[config.mk]
export PLATFORM = sky130hd
export DESIGN_NAME = seg7_scan_decoder
export DESIGN_NICKNAME = d
export VERILOG_FILES = /design/src/rtl/seg7_scan_decoder.sv
export SDC_FILE = /design/constraint.sdc
export NUM_CORES = 1
export LEC_CHECK = 0
export ABC_AREA = 1
export BUFFER_PORTS_ARGS = -buffer_cell sky130_fd_sc_hd__buf_4
export CAP_MARGIN = 20
export CORE_MARGIN = 4
export CORE_UTILIZATION = 55
export CTS_CLUSTER_SIZE = 40
export DETAILED_ROUTE_END_ITERATION = 10
export PLACE_DENSITY = 0.75
export SETUP_SLACK_MARGIN = 0.1
export SLEW_MARGIN = 15
export SYNTH_ARGS = -nofsm -noshare
export SYNTH_HDL_FRONTEND = slang
export SYNTH_SLANG_ARGS = --single-unit
[constraint.sdc]
create_clock -name clk -period 3.5 [get_ports clk]
set_clock_uncertainty 0.05 [all_clocks]
set_input_delay 0.35 -clock clk [delete_from_list [all_inputs] [get_ports clk]]
set_output_delay 0.35 -clock clk [all_outputs]
set_load 0.05 [all_outputs]
[src/rtl/seg7_scan_decoder.sv]
// -----------------------------------------------------------------------------
// seg7_scan_decoder
//
// Watches the segment bus and digit-select lines of a multiplexed N-digit
// 7-segment display and rebuilds the digits being shown as packed BCD.
// Each {segments, digit-select} pattern must be seen unchanged for STABLE_CYC
// consecutive samples before it is accepted. Patterns that are not a legal
// 0-9 glyph decode to 4'hF and raise the matching error bit. Once every digit
// has been captured, the frame is offered on a valid/ready output.
//
// Ports
//   clk          in   1        rising-edge clock
//   rst_n        in   1        asynchronous active-low reset
//   en_i         in   1        1 = collect frames, 0 = abandon the frame in progress
//   seg_i        in   7        segment levels, active-high, {a,b,c,d,e,f,g}
//   dig_sel_i    in   N_DIG    one-hot digit enable, bit 0 = rightmost digit
//   bcd_o        out  4*N_DIG  frame, nibble k = digit k (4'hF = illegal glyph)
//   err_o        out  N_DIG    bit k set = digit k was not a legal glyph
//   valid_o      out  1        frame available
//   ready_i      in   1        consumer takes the frame when valid_o && ready_i
//   frame_drop_o out  1        one-cycle pulse: a completed frame was discarded
// -----------------------------------------------------------------------------
module seg7_scan_decoder #(
    parameter int N_DIG      = 4,
    parameter int STABLE_CYC = 4
) (
    input  logic                 clk,
    input  logic                 rst_n,
    input  logic                 en_i,
    input  logic [6:0]           seg_i,
    input  logic [N_DIG-1:0]     dig_sel_i,
    output logic [4*N_DIG-1:0]   bcd_o,
    output logic [N_DIG-1:0]     err_o,
    output logic                 valid_o,
    input  logic                 ready_i,
    output logic                 frame_drop_o
);

    localparam int            CW      = (STABLE_CYC > 1) ? $clog2(STABLE_CYC) : 1;
    localparam logic [CW-1:0] CNT_MAX = CW'(STABLE_CYC - 1);
    // Count value one sample before acceptance: the capture edge is the one
    // on which the counter reaches CNT_MAX.
    localparam logic [CW-1:0] CNT_PRE = CW'(STABLE_CYC - 2);

    typedef enum logic {
        IDLE,
        COLLECT
    } state_t;

    // Returns {err, nibble} for a segment pattern.
    function automatic logic [4:0] decode_glyph(input logic [6:0] s);
        logic [4:0] r;
        case (s)
            7'b1111110:             r = {1'b0, 4'd0};
            7'b0110000:             r = {1'b0, 4'd1};
            7'b1101101:             r = {1'b0, 4'd2};
            7'b1111001:             r = {1'b0, 4'd3};
            7'b0110011:             r = {1'b0, 4'd4};
            7'b1011011:             r = {1'b0, 4'd5};
            7'b1011111, 7'b0011111: r = {1'b0, 4'd6};
            7'b1110000, 7'b1110010: r = {1'b0, 4'd7};
            7'b1111111:             r = {1'b0, 4'd8};
            7'b1111011, 7'b1110011: r = {1'b0, 4'd9};
            default:                r = {1'b1, 4'hF};
        endcase
        return r;
    endfunction

    // ---------------------------------------------------------------- sampling
    logic [6:0]       seg_q;
    logic [N_DIG-1:0] sel_q;
    logic [CW-1:0]    cnt;
    logic             taken;     // this run has already produced its capture
    logic             same;
    logic             capture;

    // A blanking interval (no digit or several digits lit) never counts as stable.
    assign same    = (seg_i == seg_q) && (dig_sel_i == sel_q) && $onehot(dig_sel_i);
    assign capture = same && !taken && (cnt == CNT_PRE);

    // NOTE: sequential state is always assigned with <= so every register
    // samples the pre-edge values of its neighbours, independent of block order.
    always_ff @(posedge clk or negedge rst_n) begin
        if (!rst_n) begin
            seg_q <= '0;
            sel_q <= '0;
            cnt   <= '0;
            taken <= 1'b0;
        end else begin
            seg_q <= seg_i;
            sel_q <= dig_sel_i;
            if (same) begin
                if (cnt != CNT_MAX) cnt <= cnt + 1'b1;
                if (capture)        taken <= 1'b1;
            end else begin
                cnt   <= '0;
                taken <= 1'b0;
            end
        end
    end

    // ---------------------------------------------------------------- FSM
    state_t state_q, state_d;
    logic   abort;           // leaving COLLECT: throw away the partial frame

    always_ff @(posedge clk or negedge rst_n) begin
        if (!rst_n) state_q <= IDLE;
        else        state_q <= state_d;
    end

    // NOTE: every signal driven here gets a default first, so no path through
    // the case leaves it unassigned and no latch is inferred.
    always_comb begin
        state_d = state_q;
        abort   = 1'b0;
        case (state_q)
            IDLE: begin
                if (en_i) state_d = COLLECT;
            end
            COLLECT: begin
                if (!en_i) begin
                    state_d = IDLE;
                    abort   = 1'b1;
                end
            end
            default: state_d = IDLE;
        endcase
    end

    // ---------------------------------------------------------------- working buffer
    logic [4*N_DIG-1:0] work_bcd, work_bcd_upd;
    logic [N_DIG-1:0]   work_err, work_err_upd;
    logic [N_DIG-1:0]   captured, mask_next;
    logic [4:0]         dec;
    logic               capture_en;
    logic               frame_done;

    assign dec        = decode_glyph(seg_i);
    assign capture_en = capture && (state_q == COLLECT) && en_i;
    assign mask_next  = captured | dig_sel_i;
    assign frame_done = capture_en && (&mask_next);

    // Buffer contents with the digit being captured this edge already merged
    // in, so a completing frame reaches bcd_o on the capture edge itself.
    always_comb begin
        work_bcd_upd = work_bcd;
        work_err_upd = work_err;
        for (int k = 0; k < N_DIG; k++) begin
            if (dig_sel_i[k]) begin
                work_bcd_upd[4*k +: 4] = dec[3:0];
                work_err_upd[k]        = dec[4];
            end
        end
    end

    // NOTE: the working buffer is a small register file, not RAM, so it is
    // reset and cleared like any other state; stale digits never leak into a frame.
    always_ff @(posedge clk or negedge rst_n) begin
        if (!rst_n) begin
            work_bcd <= '0;
            work_err <= '0;
            captured <= '0;
        end else if (abort) begin
            work_bcd <= '0;
            work_err <= '0;
            captured <= '0;
        end else if (capture_en) begin
            work_bcd <= work_bcd_upd;
            work_err <= work_err_upd;
            captured <= frame_done ? '0 : mask_next;
        end
    end

    // ---------------------------------------------------------------- output stage
    always_ff @(posedge clk or negedge rst_n) begin
        if (!rst_n) begin
            bcd_o        <= '0;
            err_o        <= '0;
            valid_o      <= 1'b0;
            frame_drop_o <= 1'b0;
        end else begin
            frame_drop_o <= frame_done && valid_o && !ready_i;
            if (frame_done && (!valid_o || ready_i)) begin
                bcd_o   <= work_bcd_upd;
                err_o   <= work_err_upd;
                valid_o <= 1'b1;
            end else if (valid_o && ready_i) begin
                valid_o <= 1'b0;
            end
        end
    end

endmodule

# Word level (Yosys, flattened, before mapping)
# Cells that the tools add are included.
[word_totals]
wordCells = 83
out_inout_bits = 22
n_memories = 0
in_bits = 15
regBits = 61
rom_bits = 0
latchBits = 0
ram_bits = 0
[classes]
mux = 25
mul = 0
magnitude_cmp = 0
n_reduce_logical = 21
bitwise_logic = 1
n_eq_ne = 20
shift = 0
n_addsub = 4
div = 0
[op_table]
columns = ["op", "n"]
rows = [
  ["$eq A7 B7 Y1 const B", 10],
  ["$pmux W5 S10", 1],
  ["$mux W4", 9],
  ["$mux W16", 2],
  ["$eq A7 B6 Y1 const B", 2],
  ["$logic_and A1 B1 Y1", 11],
  ["$mux W1", 11],
  ["$eq A7 B5 Y1 const B", 1],
  ["$eq A7 B7 Y1", 1],
  ["$reduce_or A2 Y1", 3],
  ["$add A1 B1 Y2", 2],
  ["$eq A4 B4 Y1", 1],
  ["$mux W2", 2],
  ["$ne A2 B1 Y1 const B", 2],
  ["$or A4 B4 Y4", 1],
  ["$reduce_and A4 Y1", 1],
  ["$reduce_bool A2 Y1", 2],
  ["$add A2 B2 Y3", 1],
  ["$eq A3 B1 Y1 const B", 1],
  ["$logic_not A1 Y1", 3],
  ["$add A2 B1 Y2 const B", 1],
  ["$eq A2 B2 Y1 const B", 1],
  ["$ne A2 B2 Y1 const B", 1],
  ["$logic_or A1 B1 Y1", 1],
]

# Depth between registers and ports, before layout
# Gate-level depths: netlist (run 1).
[depth]
depth_word = 12
mapped_depth = 17
mapped_depth_nobuf = 15

# Worst setup path before layout (run 1)
# No wires, ideal clock.
[synth_path]
path_type = "input to register"
from = "in dig_sel_i[0]"
to = "reg bcd_o[0]"
t_arrival_ps = 2491
stages = 17
slack_ps = 841
setup_time_ps = 118
path_buffers = 2
required_ps = 3332
cell_sequence = "buf_6 > inv_6 > fa_1 > inv_1 > ha_1 > ha_1 > inv_1 > nand3_1 > nor2_2 > nand2_2 > nor2_4 > nand4_4 > nor2_4 > nand2_4 > buf_6 > nand2_1 > nand2_1"
[synth_via]
elab_chain_len = 10
elab_cells_between_ends = 15
[synth_rtl]
columns = ["element", "line", "rtl"]
rows = [
  ["start, declared", "31", "input logic [N_DIG-1:0] dig_sel_i,"],
  ["$add A1 B1 Y2 (not written as such)", "78", "assign same = (seg_i == seg_q) && (dig_sel_i == sel_q) && $onehot(dig_sel_i);"],
  ["$add A2 B2 Y3 (not written as such)", "78", ""],
  ["$eq A3 B1 Y1", "78", ""],
  ["$logic_and A1 B1 Y1", "78", ""],
  ["$logic_and A1 B1 Y1 (2 in a row)", "79", "assign capture = same && !taken && (cnt == CNT_PRE);"],
  ["$logic_and A1 B1 Y1 (2 in a row)", "139", "assign capture_en = capture && (state_q == COLLECT) && en_i;"],
  ["$logic_and A1 B1 Y1", "141", "assign frame_done = capture_en && (&mask_next);"],
  ["$logic_and A1 B1 Y1", "183", "if (frame_done && (!valid_o || ready_i)) begin"],
  ["end signal, assigned", "184", "bcd_o <= work_bcd_upd;"],
  ["end, declared", "32", "output logic [4*N_DIG-1:0] bcd_o,"],
]
# Several ways; a longest one is shown, not always the timed one.
# A chain may end at the register's enable or synchronous reset.

# Worst setup path after layout (run 1)
[layout_path]
from = "in dig_sel_i[0]"
to = "reg work_bcd[7]"
[layout_via]
elab_chain_len = 9
elab_cells_between_ends = 11
[layout_rtl]
columns = ["element", "line", "rtl"]
rows = [
  ["$add A1 B1 Y2 (not written as such)", "78", ""],
  ["$add A2 B2 Y3 (not written as such)", "78", ""],
  ["$eq A3 B1 Y1", "78", ""],
  ["$logic_and A1 B1 Y1 (*)", "78", ""],
  ["$logic_and A1 B1 Y1 (*) (2 in a row)", "79", ""],
  ["$logic_and A1 B1 Y1 (*) (2 in a row)", "139", ""],
  ["$reduce_bool A2 Y1 (no line) (*)", "-", ""],
  ["end signal, assigned", "168", "work_bcd <= work_bcd_upd;"],
  ["end, declared", "131", "logic [4*N_DIG-1:0] work_bcd, work_bcd_upd;"],
]
# Mark *: on every way between the ends. The rest lies on a longest branch, timed or not.

==> summary.md, run 1 <==
| Metric | Value |
|---|---|
| Worst slew pin tran | `~0.87 ns` |
| Sw Pwr | `roughly 0.00040 W` |
| Die extent in y | `~84 um` |
| Routed wire length | `7.29 mm` |
| Final Hold Viols | `0` |
| Worst Setup End Kind | `flip-flop` |
| Synth Area in Adders | `under 10%` |
| Setup CP Type | `in2reg` |
| Post-DRT Antenna Nets | `0` |
| Seq/Total Area, Yosys | `around 48%` |
| Worst-case clock buffer depth | `2` |
| Max Clk Rate | `approximately 0.38 GHz` |
| #FFs+latches synth | `61` |
| H-tree depth | `3` |
| Worst r2r dst | `work_bcd[7]$_DFFE_PN0P_` |
| Via/cell ratio | `between 5 and 6` |
| Required @ worst endpoint | `roughly 3.7 ns` |
| Total GRT Usage | `between 20 and 25%` |
| Mux contribution to synthesized area | `0%` |
| Peak VDD IR | `around 0.27 mV` |
| Vias in the first global route | `around 2700` |
| Area grow syn2layout | `14.6%` |
| Final worst slack | `~0.87 ns` |
| Area of the mapped netlist | `about 3200 um2` |
| Final net count | `~470` |
| Min-delay worst type | `in2async` |
| Max Used Layer | `met4` |
| Status | `completed` |
| CTS Buf Count | `9` |
| Switching part of the total | `between 20 and 30%` |
| Worst EP arrival | `~2.9 ns` |
| Post-placement cell count | `between 500 and 600` |
| Pwr/cell area | `408 nW/um2` |
| WL met3 | `464 um` |
| Compound-Gate Fraction of Synth Area | `1.26%` |
| RD Place Congestion | `roughly 0.86` |
| Layout cell share with drive strength beyond 1 | `16.9%` |
| Initial core utilization | `57.3%` |
| Gr ovfl total | `0` |
| Number of diodes | `0` |
| Row count | `27` |
| Layout Cells excl Fill | `between 500 and 600` |
| Slew HR | `between 40% and 50%` |
| Clk Latency, worst-skew pair | `0.35 ns` |
| Place WS | `0.521 ns` |
| Comb pwr share | `8.8%` |
| Reg2Reg Launch Point | `sel_q[0]$_DFF_PN0_` |
| Hold buffers post-CTS | `0` |
| Global-route wire length before repair | `about 12 mm` |
| Final period util | `75.1%` |
| Routed len/inst | `around 14 um` |
| Post-CTS setup buffers | `0` |
| RSZ-0062 raised after global routing | `false` |
| 1st-iter DRT viols | `225` |
| Dpl hpwl | `5.15 mm` |
| Lkg Pwr | `approximately 2.1 nW` |
| Wl on met1 | `approximately 3.3 mm` |
| Setup slack, reg-to-reg | `1.67 ns` |
| CP Max Fanout | `13` |
| Synth Net Count | `between 400 and 500` |
| TritonCTS clock tree | `done` |
| Largest family of logic cells by synthesized area | `simple AND/OR/NAND/NOR gates` |
| Internal Pwr Total | `0.00108 W` |
| Clock share of power | `43.1%` |
| Full die area | `roughly 7100 um2` |
| Via count | `around 2700` |
| Sequential share of power | `around half` |
| Final slew viol count | `0` |
| Die width | `~84 um` |
| Simple-gate share of the synthesized area | `around two fifths` |
| Initial DRT Pass Iterations | `5` |
| Max-cap violations | `0` |
| Clk sinks | `between 60 and 70` |
| Largest net degree at the start of global routing | `62` |
| Antenna violations before repair | `0` |
| YS warnings | `0` |
| Post-Route Setup TNS | `0 ns` |
| CP Launch Type | `primary input` |
| Critical Path Source | `dig_sel_i[0]` |
| Reg clk slew, reported paths | `0.08 ns` |
| Mapped Cells | `about 410` |
| Final period demand of the worst path | `about 2.6 ns` |
| IO Port Bufs | `36` |
| Synth Area in XOR/XNOR | `under 10%` |
| Synthesized area per cell | `~7.7 um2` |
| Setup violators final | `0` |
| Ports | `37` |
| Clock Root Buffer | `clkbuf_8` |
| Post-CTS sizing | `0` |
| Core area | `5540 um2` |
| Cell variety after synth | `29` |
| DR DRC count | `0` |
| R2r worst-path depth | `11` |
| DR WL met2 | `~3.4 mm` |
| Core occupancy in the finished layout | `65.7%` |
-- flip-flops by register name, summed over array words and instances (netlist names) --
| signal | count |
|---|---|
| work_err | 4 |
| taken | 1 |
| frame_drop_o | 1 |
| bcd_o | 16 |
| work_bcd | 16 |
| valid_o | 1 |
| err_o | 4 |
| captured | 4 |
| state_q | 1 |
| cnt | 2 |
| seg_q | 7 |
| sel_q | 4 |
-- through the flow --
step | hold slack, ns | cell area, um2 | total power (W)
2_1_floorplan | 0.00441 | 3180 | 0.000810
3_3_place_gp | 0.406 | 3440 | 0.000858
3_5_place_dp | 0.411 | 3440 | 0.000860
4_1_cts | 0.0467 | 3640 | 0.00150
5_1_grt | 0.0587 | 3640 | 0.00155
6_report | 0.0125 | 3640 | 0.00149
-- power by group through the flow --
stage	combinational (W)	sequential, W	clock [W]
4_1_cts	0.000131	0.000715	0.000650
5_1_grt	0.000146	0.000716	0.000686
2_1_floorplan	0.0000811	0.000728	0
6_report	0.000130	0.000716	0.000641
3_3_place_gp	0.000129	0.000729	0
3_5_place_dp	0.000130	0.000729	0
-- synthesized netlist by cell type (all sizes together) --
library cell  count  share of area [%]
nor2             32                5.0
xor2              1               0.28
o21ai             7                1.1
clkbuf            2               0.24
nand4             6                1.7
nor3              4               0.99
dfrtp            61                 48
xnor2             4                1.1
ha                4                1.6
buf              13                3.5
fa                1               0.63
nand3            47                7.6
nand2           192                 24
inv              36                4.6
a21oi             1               0.16
-- cell type report --
| class | instances | area, um2 |
|---|---|---|
| inverter | 36 | 148 |
| fill | 500 | 1900 |
| timing repair buffer | 39 | 293 |
| sequential | 61 | 1530 |
| clock buffer | 9 | 124 |
| clock inverter | 7 | 75.1 |
| multi-input combinational | 299 | 1380 |
| tap | 72 | 90.1 |
-- how the worst max path moves through the flow --
stage	endpoint
final	work_bcd[7]$_DFFE_PN0P_
after global routing	bcd_o[3]$_DFFE_PN0P_
after CTS	bcd_o[15]$_DFFE_PN0P_
after detailed placement	bcd_o[4]$_DFFE_PN0P_
after global placement	work_err[1]$_DFFE_PN0P_
after floorplan	bcd_o[0]$_DFFE_PN0P_
-- cells in the final DEF, fill, tap and decap left out, types with 4 or more instances in the layout --
cell	instances
buf_4	39
o21ai_0	4
nand4_1	5
nor2_1	25
ha_1	4
clkbuf_8	9
nor2_4	4
inv_1	30
dfrtp_1	61
nand3_1	46
xnor2_1	4
nand2_1	187
-- per-layer routing --
| layer | up-vias | global-route usage (%) |
|---|---|---|
| li1 | 1338 | - |
| met1 | 1274 | 29.0 |
| met2 | 82 | 34.9 |
| met3 | 12 | 5.43 |
| met4 | 0 | 9.36 |
| met5 | - | 0 |
-- critical path: stages --
cell and delay (ns):
buf_4 0.16, inv_6 0.07, fa_1 0.54, inv_1 0.04, ha_1 0.17, ha_1 0.27, inv_1 0.05, nand3_1 0.07
nor2_2 0.12, nand2_2 0.07, nor2_4 0.16, nand3_2 0.09, inv_1 0.30, buf_4 0.27, nand2_1 0.07, nand2_1 0.06
-- logic make-up (layout without fill, tap and decap cells) --
group | Yosys count | after routing
xor+xnor | 5 | 5
compound gates | 8 | 8
flops | 61 | 61
buf+inv | 51 | 91
simple gates | 281 | 281
fa+ha+maj | 5 | 5
Power figures use the tool's default switching activity.
==> inputs of run 2 (changes only) <==
Clock period 3.5 ns to 2.57 ns, I/O delays scaled along.
==> run 2 against run 1 <==
Count of clock-buffer cells in the layout up 4. Global-route usage increased by 1.1 points. Final area grew 9.7%. Wire length up 7.7%. Critical path type unchanged. Largest power group unchanged. Highest routed layer unchanged.
==> summary.md, run 2 (synthesized netlist as in run 1, its figures left out) <==
| Metric | Value |
|---|---|
| Required @ worst endpoint | `2.75 ns (was 3.74 ns)` |
| Setup CP Type | `in2reg (unchanged)` |
| Final net count | `496 (was 466)` |
| Largest registers | `bcd_o x16, work_bcd x16, seg_q x7 (unchanged)` |
| Routed wire length | `7.85 mm (was 7.29 mm)` |
| H-tree depth | `3 (unchanged)` |
| Worst hold slack | `0.00627 ns (was 0.0125 ns)` |
| CP Max Fanout | `10 (was 13)` |
| Die width | `84.0 um (unchanged)` |
| Clk Latency, worst-skew pair | `0.35 ns (about the same)` |
| Area grow syn2layout | `25.7% (was 14.6%)` |
| RD Place Congestion | `0.850 (was 0.857)` |
| Full die area | `7050 um2 (unchanged)` |
| Final Hold Viols | `0 (unchanged)` |
| Min-delay worst type | `in2reg (was in2async)` |
| Clk sinks | `61 (unchanged)` |
| Core area | `5540 um2 (unchanged)` |
| Ports | `37 (unchanged)` |
| Dpl hpwl | `5.10 mm (was 5.15 mm)` |
| Setup violators final | `0 (unchanged)` |
| DR DRC count | `0 (unchanged)` |
| CTS Buf Count | `9 (unchanged)` |
| Worst slew pin tran | `0.846 ns (was 0.869 ns)` |
| Final period demand of the worst path | `2.38 ns` |
| Status | `completed (unchanged)` |
| Final slew viol count | `0 (unchanged)` |
| Overall power | `0.00207 W (was 0.00149 W)` |
| Initial core utilization | `57.3% (unchanged)` |
| Most frequent cells in the layout | `181 x nand2_1, 61 x dfrtp_1, 55 x buf_4 (was 187 x nand2_1, 61 x dfrtp_1, 46 x nand3_1)` |
| Final period util | `92.7%` |
| 1st-iter DRT viols | `314 (was 225)` |
| Layout Cells excl Fill | `553 (was 523)` |
| Post-placement cell count | `520 (was 507)` |
| Place WS | `-0.116 ns (was 0.521 ns)` |
| Peak VDD IR | `0.302 mV (was 0.269 mV)` |
| Largest net degree at the start of global routing | `62 (unchanged)` |
| Gr ovfl total | `0 (unchanged)` |
| Final worst slack | `0.187 ns (was 0.873 ns)` |
| Post-DRT Antenna Nets | `0 (unchanged)` |
| IO Port Bufs | `36 (unchanged)` |
| Total GRT Usage | `23.2% (was 22.1%)` |
| TritonCTS clock tree | `done (unchanged)` |
| Most common cell after layout, fill and taps aside | `nand2_1 (unchanged)` |
| Number of diodes | `0 (unchanged)` |
| Antenna violations before repair | `0 (unchanged)` |
| Via/cell ratio | `5.22 (was 5.17)` |
| Initial DRT Pass Iterations | `5 (unchanged)` |
| Reg clk slew, reported paths | `0.07 ns (was 0.08 ns)` |
| Slew HR | `43.5% (was 41.9%)` |
| Max Clk Rate | `0.420 GHz` |
| Worst EP arrival | `2.56 ns (was 2.87 ns)` |
| Global-route wire length before repair | `13.0 mm (was 12.4 mm)` |
| Routed len/inst | `14.2 um (was 13.9 um)` |
| Max-cap violations | `0 (unchanged)` |
| Vias in the first global route | `2766 (was 2694)` |
| Clock Root Buffer | `clkbuf_8 (unchanged)` |
| Lkg Pwr | `2.26 nW (was 2.10 nW)` |
| Pwr/cell area | `519 nW/um2 (was 408 nW/um2)` |
| Layout cell share with drive strength beyond 1 | `22.5% (was 16.9%)` |
| Worst Setup End Kind | `flip-flop (unchanged)` |
| Worst-case clock buffer depth | `2 (unchanged)` |
| Via count | `2888 (was 2706)` |
| CP Launch Type | `primary input (unchanged)` |
| Row count | `27 (unchanged)` |
| RSZ-0062 raised after global routing | `false (unchanged)` |
| Die extent in y | `84.0 um (unchanged)` |
run 2: layout make-up:
type                            instances  area [um2]
Clock buffer                           13         159
Clock inverter                          3        43.8
Fill cell                             466        1550
Inverter                               36         153
Multi-Input combinational cell        300        1450
Sequential cell                        61        1530
Tap cell                               72        90.1
Timing Repair Buffer                   68         571
run 2: worst paths after layout:
kind / start / to / slack (ns) / cells after the start
worst max-delay path: dig_sel_i[0] / bcd_o[4]$_DFFE_PN0P_ / 0.19 / 18
min in group asynchronous: rst_n / state_q$_DFF_PN0_ / 0.48 / 2
worst min-delay path: seg_i[1] / seg_q[1]$_DFF_PN0_ / 0.006 / 1
max in group asynchronous: rst_n / sel_q[2]$_DFF_PN0_ / 1.47 / 2
worst max register to register: cnt[0]$_DFFE_PN0P_ / bcd_o[4]$_DFFE_PN0P_ / 0.69 / 11
worst min register to register: bcd_o[9]$_DFFE_PN0P_ / bcd_o[9]$_DFFE_PN0P_ / 0.42 / 2
run 2: where the power goes:
| part | switching, W | internal (W) |
|---|---|---|
| combinational | 0.000132 | 0.0000755 |
| sequential | 0.00000504 | 0.000969 |
| clock | 0.000387 | 0.000502 |
| total | 0.000524 | 0.00155 |
run 2: repair_timing:
item	in CTS	in global routing
endpoints found under the hold margin	65	2
endpoints found under the setup margin	0	20
gates resized for setup	0	16
hold buffers	5	2
setup buffers	0	7
run 2: per-stage QoR:
stage,cell area [um2],utilization [%],setup TNS [ns]
floorplan,3200,-,0
global placement,3560,64.2,-0.454
detailed placement,3560,64.2,-2.10
CTS,3810,68.8,0
global route,3990,72.0,0
finish,3990,72.0,0
run 2: critical path, stage by stage:
cell and delay [ns]:
buf_8 0.09, inv_8 0.03, fa_1 0.54, inv_2 0.05, ha_4 0.15, ha_4 0.21
inv_2 0.05, nand3_2 0.05, nor2_2 0.11, nand2_2 0.07, nor2_4 0.16, nand4_4 0.10
buf_4 0.16, nor2_4 0.11, buf_4 0.16, nand2_8 0.08, nand2_1 0.11, nand2_1 0.06
run 2: per-layer routing:
layer,wire length [um],vias up,GRT usage (%)
li1,-,1404,-
met1,3350,1369,31.6
met2,3890,99,36.3
met3,456,16,4.94
met4,155,0,8.77
met5,0,-,0
